===== src/rtl/lsu_pkg.sv =====
// Shared types for the load/store unit: access sizes, FSM states and the
// alignment rule applied to every accepted request.
package lsu_pkg;

    localparam int unsigned BYTE_W = 8;
    localparam int unsigned HALF_W = 16;

    typedef enum logic [1:0] {
        SZ_BYTE = 2'b00,
        SZ_HALF = 2'b01,
        SZ_WORD = 2'b10
    } lsu_size_e;

    typedef enum logic [2:0] {
        IDLE  = 3'd0,
        LOAD  = 3'd1,
        RMW   = 3'd2,
        WRITE = 3'd3,
        RESP  = 3'd4
    } lsu_state_e;

    // Size 2'b11 has no encoding and is always rejected.
    function automatic logic is_misaligned(input logic [1:0] size, input logic [1:0] off);
        logic bad;
        case (size)
            SZ_BYTE: bad = 1'b0;
            SZ_HALF: bad = off[0];
            SZ_WORD: bad = (off != 2'b00);
            default: bad = 1'b1;
        endcase
        return bad;
    endfunction

endpackage


===== src/rtl/lsu_align.sv =====
// Byte-lane datapath: extracts and extends a loaded lane, and merges store
// data into the current memory word for partial writes.
module lsu_align
    import lsu_pkg::*;
#(
    parameter int unsigned DATA_WIDTH = 32
) (
    input  logic [DATA_WIDTH-1:0] rd_word,
    input  logic [1:0]            size,
    input  logic [1:0]            offset,
    input  logic                  is_unsigned,
    input  logic [DATA_WIDTH-1:0] wdata,
    output logic [DATA_WIDTH-1:0] load_data,
    output logic [DATA_WIDTH-1:0] merge_data
);

    logic [BYTE_W-1:0] byte_v;
    logic [HALF_W-1:0] half_v;

    always_comb begin
        byte_v     = rd_word[{offset, 3'b000} +: BYTE_W];
        half_v     = rd_word[{offset[1], 4'b0000} +: HALF_W];
        load_data  = rd_word;
        merge_data = rd_word;
        case (size)
            SZ_BYTE: begin
                load_data = {{(DATA_WIDTH-BYTE_W){~is_unsigned & byte_v[BYTE_W-1]}}, byte_v};
                merge_data[{offset, 3'b000} +: BYTE_W] = wdata[BYTE_W-1:0];
            end
            SZ_HALF: begin
                load_data = {{(DATA_WIDTH-HALF_W){~is_unsigned & half_v[HALF_W-1]}}, half_v};
                merge_data[{offset[1], 4'b0000} +: HALF_W] = wdata[HALF_W-1:0];
            end
            SZ_WORD: begin
                merge_data = wdata;
            end
            default: begin
            end
        endcase
    end

endmodule


===== src/rtl/load_store_unit.sv =====
// Single-outstanding load/store unit in front of a word-wide memory with
// combinational read; sub-word stores go through a read-modify-write.
module load_store_unit
    import lsu_pkg::*;
#(
    parameter int unsigned ADDRESS_WIDTH = 32,
    parameter int unsigned DATA_WIDTH    = 32
) (
    input  logic                     clk,
    input  logic                     rst,
    input  logic                     req_valid,
    output logic                     req_ready,
    input  logic                     req_we,
    input  logic [1:0]               req_size,
    input  logic                     req_unsigned,
    input  logic [ADDRESS_WIDTH-1:0] req_addr,
    input  logic [DATA_WIDTH-1:0]    req_wdata,
    output logic                     resp_valid,
    output logic [DATA_WIDTH-1:0]    resp_rdata,
    output logic                     resp_err,
    output logic [ADDRESS_WIDTH-1:0] mem_A,
    output logic [DATA_WIDTH-1:0]    mem_WD,
    output logic                     mem_WE,
    input  logic [DATA_WIDTH-1:0]    mem_RD
);

    lsu_state_e               state_q, state_d;
    logic                     ready_q, ready_d;
    logic                     resp_valid_q, resp_valid_d;
    logic [DATA_WIDTH-1:0]    rdata_q, rdata_d;
    logic                     err_q, err_d;
    logic                     we_q, we_d;
    logic                     store_q, store_d;
    logic [1:0]               size_q, size_d;
    logic                     uns_q, uns_d;
    logic [ADDRESS_WIDTH-1:0] addr_q, addr_d;
    logic [DATA_WIDTH-1:0]    wdata_q, wdata_d;
    logic [DATA_WIDTH-1:0]    merge_q, merge_d;
    logic [DATA_WIDTH-1:0]    load_data;
    logic [DATA_WIDTH-1:0]    merge_data;

    lsu_align #(.DATA_WIDTH(DATA_WIDTH)) u_align (
        .rd_word     (mem_RD),
        .size        (size_q),
        .offset      (addr_q[1:0]),
        .is_unsigned (uns_q),
        .wdata       (wdata_q),
        .load_data   (load_data),
        .merge_data  (merge_data)
    );

    always_ff @(posedge clk or posedge rst) begin
        if (rst) begin
            state_q      <= IDLE;
            ready_q      <= 1'b1;
            resp_valid_q <= 1'b0;
            rdata_q      <= '0;
            err_q        <= 1'b0;
            we_q         <= 1'b0;
            store_q      <= 1'b0;
            size_q       <= 2'b00;
            uns_q        <= 1'b0;
            addr_q       <= '0;
            wdata_q      <= '0;
            merge_q      <= '0;
        end else begin
            state_q      <= state_d;
            ready_q      <= ready_d;
            resp_valid_q <= resp_valid_d;
            rdata_q      <= rdata_d;
            err_q        <= err_d;
            we_q         <= we_d;
            store_q      <= store_d;
            size_q       <= size_d;
            uns_q        <= uns_d;
            addr_q       <= addr_d;
            wdata_q      <= wdata_d;
            merge_q      <= merge_d;
        end
    end

    always_comb begin
        state_d = state_q;
        rdata_d = rdata_q;
        err_d   = err_q;
        store_d = store_q;
        size_d  = size_q;
        uns_d   = uns_q;
        addr_d  = addr_q;
        wdata_d = wdata_q;
        merge_d = merge_q;

        case (state_q)
            IDLE: begin
                if (req_valid) begin
                    store_d = req_we;
                    size_d  = req_size;
                    uns_d   = req_unsigned;
                    addr_d  = req_addr;
                    wdata_d = req_wdata;
                    if (is_misaligned(req_size, req_addr[1:0])) begin
                        state_d = RESP;
                    end else if (!req_we) begin
                        state_d = LOAD;
                    end else if (req_size == SZ_WORD) begin
                        merge_d = req_wdata;
                        state_d = WRITE;
                    end else begin
                        state_d = RMW;
                    end
                end
            end
            LOAD: begin
                rdata_d = load_data;
                state_d = RESP;
            end
            RMW: begin
                merge_d = merge_data;
                state_d = WRITE;
            end
            WRITE:   state_d = RESP;
            RESP:    state_d = IDLE;
            default: state_d = IDLE;
        endcase

        // Response fields change only on entry to RESP and then hold.
        if (state_d == RESP) begin
            err_d = (state_q == IDLE);
            if (state_q != LOAD) begin
                rdata_d = '0;
            end
        end

        ready_d      = (state_d == IDLE);
        resp_valid_d = (state_d == RESP);
        we_d         = (state_d == WRITE);
    end

    assign req_ready  = ready_q;
    assign resp_valid = resp_valid_q;
    assign resp_rdata = rdata_q;
    assign resp_err   = err_q;
    assign mem_WE     = we_q;
    assign mem_WD     = merge_q;
    assign mem_A      = addr_q >> 2;

    logic unused_store;
    assign unused_store = store_q;

endmodule


===== config.mk =====
export PLATFORM = sky130hd
export DESIGN_NAME = load_store_unit
export DESIGN_NICKNAME = d
export VERILOG_FILES = /design/src/rtl/lsu_pkg.sv /design/src/rtl/lsu_align.sv /design/src/rtl/load_store_unit.sv
export SDC_FILE = /design/constraint.sdc
export NUM_CORES = 1
export LEC_CHECK = 0
export ABC_CLOCK_PERIOD_IN_PS = 4800
export CORE_MARGIN = 3
export CORE_UTILIZATION = 45
export CTS_BUF_LIST = sky130_fd_sc_hd__clkbuf_8
export DETAILED_ROUTE_END_ITERATION = 6
export GPL_TIMING_DRIVEN = 0
export PLACE_DENSITY_LB_ADDON = 0.25
export SETUP_SLACK_MARGIN = 0.05
export SLEW_MARGIN = 20
export SYNTH_ARGS = -nofsm -noshare
export SYNTH_HDL_FRONTEND = slang
export SYNTH_HIERARCHICAL = 1
export SYNTH_SLANG_ARGS = --single-unit

===== constraint.sdc =====
create_clock -name clk -period 4.8 [get_ports clk]
set_input_delay 1.2 -clock clk [delete_from_list [all_inputs] [get_ports clk]]
set_output_delay 1.2 -clock clk [all_outputs]
set_load 0.005 [all_outputs]

==> results of run 1 <==
## flip-flops by register name, summed over array words and instances, names as in the netlist
name and count:
req_ready 1, mem_WD 32, state_q 3, resp_err 1, wdata_q 32, size_q 2, resp_valid 1, resp_rdata 32
uns_q 1, mem_WE 1, addr_q 32
## per-stage QoR
step                      cells  worst slack (ns)  power, uW
after floorplan             664              1.88       4570
after global placement     1080             0.778       6110
after detailed placement   1084              1.55       6240
after CTS                  1116              1.72       7270
after global routing       1116              1.55       7720
final                      1116              1.68       7260
## area by class of cell
class                   count  area, um^2  area share [%]
plain buffers              86         539            5.20
repair buffers            204        2080            20.1
clock buffers              18         248            2.39
flip-flops and latches    138        3450            33.3
clock inverters            14         171            1.65
inverters                  19        75.1           0.724
multi-input cells         421        3530            34.0
well taps                 216         270            2.61
## placed cells by master (no fill, tap or decap), types with 19 or more instances in the layout
cell type and count:
sky130_fd_sc_hd__a32oi_1 21, sky130_fd_sc_hd__o21ai_0 24, sky130_fd_sc_hd__o221ai_1 21, sky130_fd_sc_hd__a22oi_1 22, sky130_fd_sc_hd__a21o_1 39, sky130_fd_sc_hd__buf_4 36, sky130_fd_sc_hd__dfrtp_1 137, sky130_fd_sc_hd__mux2_2 92
sky130_fd_sc_hd__a22o_1 71, sky130_fd_sc_hd__buf_2 22, sky130_fd_sc_hd__nand2_1 39, sky130_fd_sc_hd__clkdlybuf4s50_1 200, sky130_fd_sc_hd__inv_1 19
## worst max-delay path, stage by stage (launching register included)
cell and delay [ns]:
sky130_fd_sc_hd__dfrtp_1 0.43, sky130_fd_sc_hd__buf_6 0.16, sky130_fd_sc_hd__clkbuf_1 0.40, sky130_fd_sc_hd__inv_1 0.18
sky130_fd_sc_hd__ha_1 0.37, sky130_fd_sc_hd__nor4b_2 0.68, sky130_fd_sc_hd__a32oi_1 0.22, sky130_fd_sc_hd__o221ai_1 0.34
sky130_fd_sc_hd__a22o_1 0.21, sky130_fd_sc_hd__a21o_1 0.08
## final timing paths
kind	startpoint	endpoint	cells after the start
worst max-delay path	addr_q[0]	mem_WD[31]	9
worst min-delay path	mem_WD[21]	mem_WD[21]	1
worst max register to register	addr_q[0]	mem_WD[31]	9
worst min register to register	mem_WD[21]	mem_WD[21]	1
max in group asynchronous	rst	wdata_q[17]	4
min in group asynchronous	rst	addr_q[16]	2
## cells by family after synthesis
| kind of cell | Yosys count | share of synthesized area [%] |
|---|---|---|
| buffers and inverters | 105 | 8.05 |
| other | 1 | 0.0494 |
| adders and majority gates | 5 | 0.825 |
| muxes | 104 | 15.3 |
| DFF | 138 | 45.5 |
| and+or+nand+nor | 83 | 5.81 |
| AOI/OAI and AO/OA | 227 | 24.4 |
## routing by layer
metal  vias up  share of wire [%]  routed length (um)
met1      3221                 41               10500
met4         0                3.9                 982
met3        51                7.3                1860
li1       2954                  -                   -
met5         -                  0                   0
met2       314                 47               12000
## power groups by stage
stage | logic, uW | clock network (uW) | registers [uW]
4_1_cts | 4070 | 1020 | 2170
2_1_floorplan | 2530 | 0 | 2050
6_report | 4080 | 1010 | 2180
3_3_place_gp | 3950 | 0 | 2170
5_1_grt | 4400 | 1080 | 2240
3_5_place_dp | 4050 | 0 | 2190
==> reports/results.txt, run 1 <==
Area of the placeable core -> 16200 um^2
Result of the run -> complete, no violations
Later-pin clock latency in the skew report -> 0.45 ns
First-pass GRT wire length -> 38.9 mm
Number of nets in the layout -> 995
Sequential share of the synthesized area -> 45.5%
Max Root-Sink Buffers -> 2
Category of the worst setup path capture point -> flip-flop
Die Ht -> 136 um
Final setup vio count -> 0
Pin count of the biggest net entering global routing -> 35
Count of nets left with antenna violations after detail routing -> 0
Crit share post-route -> 65.0%
Number of enable flip-flop cells after synthesis -> 0
Cell count after synthesis -> 663
Gates resized, CTS repair -> 0
Switching Share -> 38.3%
Most used flip-flop cell after synthesis -> sky130_fd_sc_hd__dfrtp_1
Clock buffers created by TritonCTS -> 17
Largest driver fanout on the critical path -> 10
Number of violations reported at the end of detailed-routing iteration 0 -> 487
Post-synth top cells -> 137 x sky130_fd_sc_hd__dfrtp_1, 92 x sky130_fd_sc_hd__mux2_2, 71 x sky130_fd_sc_hd__a22o_1
Weighted congestion reported at the end of routability-driven placement -> 0.934
Area added between synthesis and finish -> 36.6%
Number of hold-slack violations in the final timing report -> 0
Via count normalized by instance count -> 5.86
Area share of the leading cell type in the synthesized netlist -> 45.2%
Number of violations of the max-capacitance limit -> 0
Standby leakage power -> 0.00460 uW
Power share of the clock group -> 13.8%
P_sw -> 2780 uW
Maximum clock skew at final layout -> 0.0116 ns
Global Route met1 Usage -> 35.1%
Flops & latches, synth -> 138
Fraction of final layout cells sized beyond drive strength 1 -> 23.7%
IO Pins -> 203
Warnings from Yosys -> 6
Fin crit period -> 3.12 ns
Timing-limited maximum frequency -> 0.321 GHz
Share of flip-flops with an asynchronous set or reset -> 100%
Post-CTS clock slew at the launch and capture registers of the worst setup and hold paths -> 0.09 ns
Post-detail-place hpwl -> 19.5 mm
Vias post-DR -> 6540
Tot GR Track Use -> 27.6%
Router iterations before antenna repair -> 5
Placed Instance Area -> 9950 um^2
Setup TNS Final -> 0 ns
Post-route cell area -> 10400 um^2
Kind of start point of the critical path -> flip-flop
P per Cell Area -> 701 nW/um^2
CTS Root Buffer Type -> sky130_fd_sc_hd__clkbuf_8
Critical path data required time -> 5.19 ns
Number of buffers inserted for hold repair after clock tree synthesis -> 0
Unrepaired setup endpoints after global routing -> false
Antenna violations before repair -> 0
Layout filler cell count -> 1277
Drt total wl -> 25.3 mm
Average instance area after synthesis -> 11.4 um^2
Number of sinks on the clock net -> 138
Top-count cell post-synth -> sky130_fd_sc_hd__dfrtp_1
Count of inserted antenna diode cells -> 0
GR Util met3 -> 5.51%
Top Usage Layer GRT -> met2
Smallest hold slack -> 0.480 ns
Part of the power in registers -> 30.0%
Slew at the pin with the worst max-slew slack -> 0.890 ns
Fin. max-slew vios -> 0
Standard-cell rows -> 46
Number of global-route vias before repair -> 6824
Cell Area, Synth -> 7590 um^2
Drt drc -> 0
Largest area contributor in the synthesized netlist -> sky130_fd_sc_hd__dfrtp_1
Internal portion of total power -> 4480 uW
Area enclosed by the die boundary -> 18500 um^2
Fin util -> 64.1%
Slew headroom -> 40.4%
Total number of H-tree levels -> 4
Reg2Reg Setup Slack -> 1.68 ns
Leading post-synthesis cells by cell area -> sky130_fd_sc_hd__dfrtp_1 45%, sky130_fd_sc_hd__mux2_2 14%, sky130_fd_sc_hd__a22o_1 8.2%, sky130_fd_sc_hd__a21o_1 3.9%, sky130_fd_sc_hd__buf_4 3.6%
Remaining global-route overflow -> 0
Logic gate share of total power -> 56.2%
Quantity of I/O buffers inserted on ports -> 200
Worst voltage drop across the vdd grid -> 326 uV
Yosys cell types -> 57
Starting Density -> 46.9%
Critical path class -> reg2reg
Post-CTS Setup Bufs -> 0
Met2 Track Usage GR -> 45.4%
CTS tree -> built
Type of the most critical hold path -> reg2reg
Die extent in x -> 136 um
Average wire length per cell after detail routing -> 22.7 um
Data arrival time at the worst-slack endpoint -> 3.51 ns
Power figures use the tool's default switching activity.
==> inputs of run 2 (changes only) <==
ABC_CLOCK_PERIOD_IN_PS = 3000   (was 4800)
clock period = 3 ns   (was 4.8 ns; I/O delays follow)
==> reports/results.txt, run 2 (same netlist as run 1, synthesis figures left out) <==
Data arrival time at the worst-slack endpoint -> 3.16 ns
Standard-cell rows -> 46
Category of the worst setup path capture point -> flip-flop
Total number of H-tree levels -> 4
Standby leakage power -> 0.00461 uW
Number of global-route vias before repair -> 6828
Later-pin clock latency in the skew report -> 0.45 ns
Pin count of the biggest net entering global routing -> 35
Fraction of final layout cells sized beyond drive strength 1 -> 23.9%
Slew headroom -> 40.0%
Worst voltage drop across the vdd grid -> 523 uV
First-pass GRT wire length -> 38.9 mm
Max Root-Sink Buffers -> 2
Fin crit period -> 2.81 ns
Most common cell after layout, fill and taps aside -> sky130_fd_sc_hd__clkdlybuf4s50_1
Vias post-DR -> 6519
Final setup vio count -> 0
Critical path class -> reg2reg
Clock buffers created by TritonCTS -> 17
Post-CTS clock slew at the launch and capture registers of the worst setup and hold paths -> 0.08 ns
Number of violations reported at the end of detailed-routing iteration 0 -> 424
Buffer and inverter count on the worst path -> 3
Type of the most critical hold path -> reg2reg
Area added between synthesis and finish -> 36.9%
Timing-limited maximum frequency -> 0.356 GHz
Post-route cell area -> 10400 um^2
Power share of the clock group -> 13.8%
Area of the placeable core -> 16200 um^2
Area enclosed by the die boundary -> 18500 um^2
Area of combinational cells with multiple inputs -> 3530 um^2
Sequential cell area -> 3450 um^2
Largest delay contributor family on the critical path -> compound AO/OA/AOI/OAI gates
Fin. max-slew vios -> 0
Cell Chain, Critical Path -> buf_6 > inv_1 > buf_2 > ha_1 > nor4b_4 > and3_1 > a221o_1 > a22o_1 > a21o_1
Via count normalized by instance count -> 5.84
Reg2Reg Setup Slack -> 0.19 ns
Largest driver fanout on the critical path -> 12
Top library cells by usage in the layout, fill and taps aside -> 200 x sky130_fd_sc_hd__clkdlybuf4s50_1, 137 x sky130_fd_sc_hd__dfrtp_1, 92 x sky130_fd_sc_hd__mux2_2, 71 x sky130_fd_sc_hd__a22o_1
Antenna violations before repair -> 0
Switching Share -> 38.3%
Placed Instance Area -> 9950 um^2
Placed cell count -> 1084
Crit share post-route -> 93.7%
Die Ht -> 136 um
Tot GR Track Use -> 27.6%
Reg2Reg Depth -> 9
Critical R2R Capture -> mem_WD[30]
Weighted congestion reported at the end of routability-driven placement -> 0.934
Startpoint of the lowest-slack hold path -> mem_WD[21]
Destination of the worst hold path -> mem_WD[21]
Critical register-to-register path startpoint -> addr_q[1]
Result of the run -> complete, no violations
Internal portion of total power -> 7190 uW
Critical-path cell with the highest stage delay -> sky130_fd_sc_hd__dfrtp_1
P per Cell Area -> 1120 nW/um^2
Die extent in x -> 136 um
Overall power after layout -> 11700 uW
Drt total wl -> 25.3 mm
Starting Density -> 46.9%
Number of hold-slack violations in the final timing report -> 0
Average wire length per cell after detail routing -> 22.7 um
Maximum clock skew at final layout -> 0.0104 ns
Quantity of I/O buffers inserted on ports -> 200
Count of inserted antenna diode cells -> 0
Remaining global-route overflow -> 0
Unrepaired setup endpoints after global routing -> true
IO Pins -> 203
CTS Root Buffer Type -> sky130_fd_sc_hd__clkbuf_8
Instance count along the most critical hold path -> 1
Number of nets in the layout -> 996
Final standard cell count with taps included and fillers excluded -> 1117
Part of the power in registers -> 29.9%
CTS tree -> built
Kind of start point of the critical path -> flip-flop
Critical path data required time -> 3.35 ns
Number of violations of the max-capacitance limit -> 0
Drt drc -> 0
Logic gate share of total power -> 56.3%
Post-detail-place hpwl -> 19.5 mm
Count of nets left with antenna violations after detail routing -> 0
Slowest cell delay on critical path -> 0.44 ns
Slew at the pin with the worst max-slew slack -> 0.895 ns
Number of sinks on the clock net -> 138
Number of buffers inserted for hold repair after clock tree synthesis -> 0
Router iterations before antenna repair -> 5
P_sw -> 4470 uW
Smallest hold slack -> 0.481 ns
Layout filler cell count -> 1275
## run 2: cell types whose count changed in the layout (fill, tap and decap cells not counted), sizes merged
cell,change
buf,+1
## run 2: how the worst max path moves through the flow
stage	slack [ns]	endpoint	from	depth (start not counted)
CTS	0.08	mem_WD[31]	addr_q[0]	9
finish	0.19	mem_WD[30]	addr_q[1]	9
global placement	-0.57	mem_WD[14]	rst	2
floorplan	0.53	addr_q[0]	rst	1
detailed placement	-0.06	mem_WD[31]	addr_q[0]	9
global route	0.04	mem_WD[26]	addr_q[1]	9
## run 2: metal layers
metal / vias up / track usage [%] / part of all wire (%)
li1: 2953 / - / -
met1: 3206 / 35.1 / 42
met2: 304 / 45.4 / 47
met3: 56 / 5.51 / 6.9
met4: 0 / 13.0 / 3.9
met5: - / 0 / 0
## run 2: power groups by stage
stage	Sequential (uW)	Combinational [uW]	Clock, uW
after global placement	3460	6320	0
after CTS	3480	6560	1630
final	3490	6570	1610
after detailed placement	3500	6480	0
after global routing	3590	7080	1720
after floorplan	3280	4040	0
## run 2: repair_timing
| action | in CTS | in global routing |
|---|---|---|
| gates resized for setup | 1 | 2 |
| buffers inserted | 1 | 0 |
| endpoints found under the setup margin | 7 | 5 |
| pin swaps | 0 | 1 |
## run 2: through the flow
stage | TNS (ns) | setup WS, ns | utilization (%)
after CTS | 0 | 0.0815 | 64.2
after floorplan | 0 | 0.530 | -
after detailed placement | -0.0596 | -0.0596 | 61.5
after global placement | -77.05 | -0.572 | 61.0
final | 0 | 0.189 | 64.2
after global routing | 0 | 0.0408 | 64.2
## run 2: cell type report
type / instances / area share (%)
Multi-Input combinational cell: 421 / 34.0
Sequential cell: 138 / 33.3
Timing Repair Buffer: 205 / 20.1
Buffer: 86 / 5.21
Tap cell: 216 / 2.60
Clock buffer: 18 / 2.39
Clock inverter: 14 / 1.65
Inverter: 19 / 0.723
==> inputs of run 3 (changes only) <==
CAP_MARGIN = 5   (was unset)
CORE_UTILIZATION = 51   (was 45)
==> reports/results.txt, run 3 (same netlist as run 1, synthesis figures left out) <==
Starting Density -> 53.4%
Unrepaired setup endpoints after global routing -> false
Worst voltage drop across the vdd grid -> 650 uV
Post-detail-place hpwl -> 20.7 mm
Max Root-Sink Buffers -> 2
Total number of H-tree levels -> 4
IO Pins -> 203
PnR worst setup slack -> 0.177 ns
Fin. max-slew vios -> 0
Fin util -> 72.7%
CTS Root Buffer Type -> sky130_fd_sc_hd__clkbuf_8
Standby leakage power -> 0.00462 uW
Count of nets left with antenna violations after detail routing -> 0
Cell Chain, Critical Path -> buf_6 > inv_1 > clkbuf_4 > ha_1 > nor4b_4 > and3_1 > a221o_1 > a22o_1 > a21o_1
Final setup vio count -> 0
Number of global-route vias before repair -> 7019
Crit share post-route -> 94.1%
Standard-cell rows -> 43
Critical path class -> reg2reg
Largest driver fanout on the critical path -> 12
Area of the placeable core -> 14200 um^2
Number of nets in the layout -> 998
Number of buffers inserted for hold repair after clock tree synthesis -> 0
Type of the most critical hold path -> reg2reg
Post-CTS clock slew at the launch and capture registers of the worst setup and hold paths -> 0.08 ns
Router iterations before antenna repair -> 6
Quantity of I/O buffers inserted on ports -> 200
Fin crit period -> 2.82 ns
Category of the worst setup path capture point -> flip-flop
Drt drc -> 0
Maximum clock skew at final layout -> 0.0115 ns
Average wire length per cell after detail routing -> 25.1 um
Later-pin clock latency in the skew report -> 0.46 ns
Via count normalized by instance count -> 6.42
Number of violations of the max-capacitance limit -> 0
Antenna violations before repair -> 0
Number of hold-slack violations in the final timing report -> 0
P per Cell Area -> 1150 nW/um^2
Number of sinks on the clock net -> 138
Top library cells by usage in the layout, fill and taps aside -> 200 x sky130_fd_sc_hd__clkdlybuf4s50_1, 137 x sky130_fd_sc_hd__dfrtp_1, 92 x sky130_fd_sc_hd__mux2_2, 71 x sky130_fd_sc_hd__a22o_1
Kind of start point of the critical path -> flip-flop
Number of violations reported at the end of detailed-routing iteration 0 -> 686
Slowest cell delay on critical path -> 0.44 ns
Die Ht -> 128 um
First-pass GRT wire length -> 41.0 mm
Layout filler cell count -> 947
Slew headroom -> 54.4%
Data arrival time at the worst-slack endpoint -> 3.17 ns
CTS tree -> built
Remaining global-route overflow -> 0
Pin count of the biggest net entering global routing -> 37
Critical-path cell with the highest stage delay -> sky130_fd_sc_hd__dfrtp_1
Worst setup slack after placement -> -0.0250 ns
Critical path data required time -> 3.35 ns
Tot GR Track Use -> 33.2%
Die extent in x -> 128 um
Largest delay contributor family on the critical path -> compound AO/OA/AOI/OAI gates
Area enclosed by the die boundary -> 16400 um^2
Clock buffers created by TritonCTS -> 17
Area added between synthesis and finish -> 36.1%
Buffer and inverter count on the worst path -> 3
Timing-limited maximum frequency -> 0.354 GHz
Fraction of final layout cells sized beyond drive strength 1 -> 24.0%
Drt total wl -> 27.2 mm
Result of the run -> complete, no violations
Count of inserted antenna diode cells -> 0
Weighted congestion reported at the end of routability-driven placement -> 0.935
Vias post-DR -> 6956
Slew at the pin with the worst max-slew slack -> 0.681 ns
Most common cell after layout, fill and taps aside -> sky130_fd_sc_hd__clkdlybuf4s50_1
-- run 3: changes by cell type in the layout (fill, tap and decap cells not counted), moves of 2 or more --
cell,delta
sky130_fd_sc_hd__clkinv_2,+2
sky130_fd_sc_hd__clkinv_4,-2
sky130_fd_sc_hd__inv_6,+2
sky130_fd_sc_hd__buf_4,+2
-- run 3: per-layer routing --
layer	GRT usage, %	vias to the layer above	routed length, um
met1	43.1	3409	10900
met5	0	-	0
met3	8.42	87	2650
met4	13.5	0	1070
li1	-	2959	-
met2	53.3	501	12600
-- run 3: worst register-to-register path: cells and delay by family, from the launching register on --
family          cells  cell delay (ns)
fa+ha+maj           1             0.37
flops               1             0.44
compound gates      3             0.83
buf+inv             3             0.69
simple gates        2             0.40
-- run 3: stage by stage --
step / area, um^2 / hold WS, ns / instances / total power, uW / TNS (ns)
2_1_floorplan: 7590 / 0.468 / 664 / 7320 / 0
3_3_place_gp: 9820 / 0.458 / 1044 / 9820 / -69.56
3_5_place_dp: 9900 / 0.465 / 1048 / 10100 / -0.0250
4_1_cts: 10300 / 0.482 / 1083 / 11800 / 0
5_1_grt: 10300 / 0.491 / 1083 / 12400 / 0
6_report: 10300 / 0.478 / 1083 / 11800 / 0
-- run 3: final timing paths --
path / start / end / slack [ns] / cells after the start
min in group asynchronous: rst / size_q[1] / 0.61 / 2
max in group asynchronous: rst / wdata_q[13] / 1.66 / 4
setup reg to reg: addr_q[1] / mem_WD[30] / 0.18 / 9
hold / removal: mem_WD[27] / mem_WD[27] / 0.48 / 1
hold reg to reg: mem_WD[27] / mem_WD[27] / 0.48 / 1
setup / recovery: addr_q[1] / mem_WD[30] / 0.18 / 9
-- run 3: layout make-up --
cell class              instances  area (um^2)  area share, %
multi-input cells             421         3530           34.2
flip-flops and latches        138         3450           33.4
repair buffers                207         2100           20.4
plain buffers                  86          543           5.26
clock buffers                  18          248           2.40
well taps                     180          225           2.18
clock inverters                14          144           1.39
inverters                      19         75.1          0.727
-- run 3: power breakdown --
part           switching (uW)  total (uW)  internal, uW
registers                 746        3510          2760
logic                    3180        6800          3620
clock network             776        1540           763
-- run 3: what timing repair did --
item / in CTS / in global routing
gates resized for setup: 1 / 3
buffers inserted: 3 / 0
endpoints found under the setup margin: 6 / 12
